[src/rtl/accum_delta_decoder_if.sv]
// accum_delta_decoder_if: sample-in / delta-out valid-ready bus of the delta decoder
interface accum_delta_decoder_if #(parameter int WIDTH = 4);
  logic             IN_VALID;
  logic             IN_READY;
  logic [WIDTH-1:0] IN_SUM;
  logic             IN_SYNC;
  logic             OUT_VALID;
  logic             OUT_READY;
  logic [WIDTH-1:0] OUT_D;
  logic             OUT_WRAP;
  modport slave (input IN_VALID, IN_SUM, IN_SYNC, OUT_READY,
                 output IN_READY, OUT_VALID, OUT_D, OUT_WRAP);
  modport master (output IN_VALID, IN_SUM, IN_SYNC, OUT_READY,
                  input IN_READY, OUT_VALID, OUT_D, OUT_WRAP);
endinterface

[src/rtl/accum_delta_decoder.sv]
// accum_delta_decoder: recovers increments from a running-sum stream via a 2-entry output buffer
module accum_delta_decoder #(
  parameter int WIDTH = 4,
  parameter int CNTW  = 8
) (
  input  logic                C,
  input  logic                CLR,
  accum_delta_decoder_if.slave bus,
  output logic [CNTW-1:0]     COUNT
);
  typedef enum logic {IDLE, RUN} state_t;
  state_t           state_q, state_d;
  logic [WIDTH-1:0] prev_q, prev_d;
  logic [WIDTH:0]   e0_q, e0_d, e1_q, e1_d, ent;
  logic [1:0]       cnt_q, cnt_d;
  logic [CNTW-1:0]  count_q, count_d;
  logic             rdy_q, acc, pop, wpos;
  always_comb begin
    acc     = bus.IN_VALID & rdy_q;
    pop     = (cnt_q != 2'd0) & bus.OUT_READY;
    wpos    = (cnt_q == 2'd1) & !pop;
    ent     = {(state_q == RUN) & !bus.IN_SYNC & (bus.IN_SUM < prev_q),
               bus.IN_SUM - (bus.IN_SYNC ? '0 : prev_q)};
    e0_d    = (acc & !wpos) ? ent : pop ? e1_q : e0_q;
    e1_d    = (acc & wpos) ? ent : e1_q;
    cnt_d   = cnt_q + {1'b0, acc} - {1'b0, pop};
    prev_d  = acc ? bus.IN_SUM : prev_q;
    state_d = acc ? RUN : state_q;
    count_d = !acc ? count_q : bus.IN_SYNC ? CNTW'(1) : (&count_q) ? count_q : count_q + 1'b1;
  end
  // ready is registered from the next occupancy so OUT_READY never reaches IN_READY combinationally
  always_ff @(posedge C or posedge CLR) begin
    if (CLR) begin
      state_q <= IDLE;
      prev_q  <= '0;
      e0_q    <= '0;
      e1_q    <= '0;
      cnt_q   <= '0;
      count_q <= '0;
      rdy_q   <= 1'b0;
    end else begin
      state_q <= state_d;
      prev_q  <= prev_d;
      e0_q    <= e0_d;
      e1_q    <= e1_d;
      cnt_q   <= cnt_d;
      count_q <= count_d;
      rdy_q   <= cnt_d < 2'd2;
    end
  end
  assign bus.IN_READY  = rdy_q;
  assign bus.OUT_VALID = cnt_q != 2'd0;
  assign bus.OUT_D     = e0_q[WIDTH-1:0];
  assign bus.OUT_WRAP  = e0_q[WIDTH];
  assign COUNT         = count_q;
endmodule

[src/flat_wrapper.sv]
// flat-port wrapper written by rule: the top's interface ports become plain ports
module accum_delta_decoder_flat 
#(
  parameter int WIDTH = 4,
  parameter int CNTW  = 8
)
  (C, CLR, COUNT, bus_IN_VALID, bus_IN_SUM, bus_IN_SYNC, bus_OUT_READY, bus_IN_READY, bus_OUT_VALID, bus_OUT_D, bus_OUT_WRAP);
  accum_delta_decoder_if #(.WIDTH(WIDTH)) bus_i ();
  input  logic C;
  input  logic CLR;
  output logic [CNTW-1:0] COUNT;
  input wire logic [$bits(bus_i.IN_VALID)-1:0] bus_IN_VALID;
  input wire logic [$bits(bus_i.IN_SUM)-1:0] bus_IN_SUM;
  input wire logic [$bits(bus_i.IN_SYNC)-1:0] bus_IN_SYNC;
  input wire logic [$bits(bus_i.OUT_READY)-1:0] bus_OUT_READY;
  output wire logic [$bits(bus_i.IN_READY)-1:0] bus_IN_READY;
  output wire logic [$bits(bus_i.OUT_VALID)-1:0] bus_OUT_VALID;
  output wire logic [$bits(bus_i.OUT_D)-1:0] bus_OUT_D;
  output wire logic [$bits(bus_i.OUT_WRAP)-1:0] bus_OUT_WRAP;
  assign bus_i.IN_VALID = bus_IN_VALID;
  assign bus_i.IN_SUM = bus_IN_SUM;
  assign bus_i.IN_SYNC = bus_IN_SYNC;
  assign bus_i.OUT_READY = bus_OUT_READY;
  assign bus_IN_READY = bus_i.IN_READY;
  assign bus_OUT_VALID = bus_i.OUT_VALID;
  assign bus_OUT_D = bus_i.OUT_D;
  assign bus_OUT_WRAP = bus_i.OUT_WRAP;
  accum_delta_decoder #(.WIDTH(WIDTH), .CNTW(CNTW)) u_core (.C(C), .CLR(CLR), .bus(bus_i), .COUNT(COUNT));
endmodule
[config.mk]
export PLATFORM = sky130hd
export DESIGN_NAME = accum_delta_decoder_flat
export DESIGN_NICKNAME = d
export VERILOG_FILES = /design/src/rtl/accum_delta_decoder_if.sv /design/src/rtl/accum_delta_decoder.sv /design/src/flat_wrapper.sv
export SDC_FILE = /design/constraint.sdc
export NUM_CORES = 1
export LEC_CHECK = 0
export BUFFER_PORTS_ARGS = -buffer_cell sky130_fd_sc_hd__buf_4
export CAP_MARGIN = 20
export CELL_PAD_IN_SITES_DETAIL_PLACEMENT = 0
export CELL_PAD_IN_SITES_GLOBAL_PLACEMENT = 1
export CORE_ASPECT_RATIO = 0.8
export CORE_MARGIN = 4
export CORE_UTILIZATION = 41
export DETAILED_ROUTE_END_ITERATION = 8
export PLACE_DENSITY = 0.83
export SETUP_SLACK_MARGIN = 0.3
export SLEW_MARGIN = 20
export SYNTH_ARGS = -nofsm -noshare
export SYNTH_HDL_FRONTEND = slang
export SYNTH_SLANG_ARGS = --single-unit
[constraint.sdc]
create_clock -name C -period 2.74 [get_ports C]
set_clock_uncertainty 0.05 [all_clocks]
set_input_delay 0.274 -clock C [delete_from_list [all_inputs] [get_ports C]]
set_output_delay 0.274 -clock C [all_outputs]
set_load 0.01 [all_outputs]
==> impl_metrics.ini <==
[logic_synthesis]
yosys.cell_types.count = 31
synthTopCellsByCount = dfrtp_1 (26), o21ai_0 (17), nand2_1 (16), inv_1 (11), mux2i_1 (10)
ys.flop_type = dfrtp_1
ys_ff_latch = 26
synth_edf_count = 0
ys.warnings.count = 0
synth_cells = 137
yosys.area.top_type = dfrtp_1
netlist.area_leader.share = 0.4685
postSynthNetCount = 156
syn_area_um2 = 1389
async_reset_ff_frac = 1.000
synth_seq_area_share = 0.4685
yosysMostFrequentCell = dfrtp_1
synth_area_leaders = dfrtp_1 (47%), ha_1 (8.1%), mux2i_1 (7.2%)
synth.avg_cell_area_um2 = 10.14

[sta]
setup_viol = 0
fmax_mhz = 477.8
setup-tns-final_ns = 0
relSlewSlack = 0.6483
drv_slew = 0
fin_crit_sh = 0.7638
period_needed_ns = 2.093
hold_viol = 0
rsz0062_at_grt = false
tightest_slew_ns = 0.5257
whs_ns = 0.1776

[setup_path]
worstPathArrival_ns = 2.21
end_kind = flop
path_common_cell = inv_1
worstSetupStartpointType = flop
worstSetupPathType = reg -> reg
cp_cell_sequence = or2_2 -> nand2_1 -> inv_1 -> ha_1 -> inv_1 -> ha_1 -> xnor2_1 -> xnor2_1 -> inv_1
path_max_fanout = 6
required_ns = 2.86
slowest_delay_ns = 0.42
slowest_stage = dfrtp_1

[cts]
clk_pin_slew_ns = 0.09
cts_sinks = 26
cts_buffer_depth = 2
cts_tree = yes
cts_buffers = 3
clock_latency_ns = 0.27
htreeDepth = 1
root_buffer = clkbuf_8

[route]
via_count = 1054
antenna_left = 0
wl_per_cell_um = 13.27
route.detailed.drc = 0
drtIter0Drc = 37
route.final.wire_length_um = 2720
via_per_inst = 5.141
dr.pass1.iters = 4

[finish]
n_fill_cell = 291
nets = 185
drive_above_1_share = 0.2061
diodes = 0
area_delta_synth_final_pct = 22.70
final_cells = 205
regArea_um2 = 650.6
final_area_um2 = 1704
multi_input_area_um2 = 689.4

[placement]
placed_area_um2 = 1608
portBuffers = 23
placed_cells = 199
hpwlAfterDp_um = 2046
place.gp.congestion = 0.8213

[die]
core_um2 = 3176
die_w_um = 73.07
initial_core_util = 0.4374
floorplan.rows = 18
die-area_um2 = 4388
die_y_um = 60.06
ios = 24

[grt]
overflow = 0
antenna_found_initial = 0
gr-usage-all-layers = 0.1391
grt_max_degree = 27
grt_pass1_vias = 1042
grt_pass1_wl_um = 4657

[outcome]
status = complete, no violations

[run]
cap_violations = 0

[power_and_ir_drop]
ir_drop_v = 0.0003402
power.density_nw_per_um2 = 952.2
leakage_uw = 0.0008068

[min_path]
hold_path.class = in -> reg
==> placed cells by master (no fill, tap or decap), types with 2 or more instances in the layout <==
| cell | instances |
|---|---|
| a211oi_1 | 2 |
| a21oi_1 | 3 |
| and3_1 | 2 |
| buf_4 | 23 |
| clkbuf_8 | 3 |
| dfrtp_1 | 26 |
| ha_1 | 9 |
| inv_1 | 11 |
| mux2i_1 | 10 |
| nand2_1 | 16 |
| nand2b_1 | 6 |
| nand3_1 | 2 |
| nor2_1 | 7 |
| nor3_1 | 2 |
| o21ai_0 | 17 |
| xnor2_1 | 7 |
==> timing repair <==
action | CTS | global route
hold buffers | 0 | 1
endpoints found under the hold margin | 0 | 9
resized for setup | 0 | 0
setup endpoints to repair | 0 | 0
buffers inserted | 0 | 0
==> per-stage QoR <==
stage	power (uW)	worst slack, ns	utilization
global route	1762	0.5383	0.5366
global placement	1289	0.7262	0.5063
finish	1623	0.6471	0.5366
floorplan	1069	0.7690	-
detailed placement	1320	0.6347	0.5063
CTS	1645	0.6161	0.5288
==> registers in the layout, summed over array words and instances (netlist names) <==
signal / cells
u_core.prev_q: 4
u_core.e0_q: 5
u_core.cnt_q: 2
u_core.e1_q: 5
u_core.bus.IN_READY: 1
u_core.COUNT: 8
u_core.state_q: 1
==> cells by family after synthesis <==
group	Yosys count	synth area share
xor+xnor	7	0.04415
fa+ha+maj	10	0.09550
mux	11	0.08018
flops	26	0.4685
buf+inv	13	0.03513
compound gates	28	0.1261
simple gates	42	0.1505
==> critical path: cells and delay by family (launching register included) <==
family | cells | cell delay (ns)
xor gates and xnor gates | 2 | 0.35
adders and majority gates | 2 | 0.45
buffers and inverters | 3 | 0.18
DFF | 1 | 0.42
and+or+nand+nor | 2 | 0.55
==> routing by layer <==
layer,track usage,share of wire
met1,0.1853,0.51
met2,0.2242,0.44
met3,0.03529,0.039
met4,0.03947,0.012
met5,0,0
==> final cells by class <==
cell class                 count  area share
tap                           40     0.02937
clock buffer                   3     0.02423
clock inverter                 1     0.01762
timing repair buffer          25      0.1160
sequential                    26      0.3818
multi-input combinational     98      0.4046
inverter                      12     0.02643
==> worst paths after layout <==
check / startpoint / to / slack, ns / cells past startpoint
setup / recovery: u_core.cnt_q[1] / u_core.bus.IN_READY / 0.65 / 9
hold / removal: bus_IN_SUM[2] / u_core.prev_q[2] / 0.18 / 3
setup reg to reg: u_core.cnt_q[1] / u_core.bus.IN_READY / 0.65 / 9
hold reg to reg: u_core.state_q / u_core.state_q / 0.44 / 1
max in group asynchronous: CLR / u_core.e1_q[4] / 1.70 / 4
min in group asynchronous: CLR / u_core.COUNT[7] / 0.48 / 3
==> power by group <==
group / total [uW] / internal, uW / switching [uW]
clock network: 320 / 196 / 125
logic: 647 / 317 / 330
registers: 656 / 539 / 116
No activity file was read; power rests on OpenSTA's default activity.
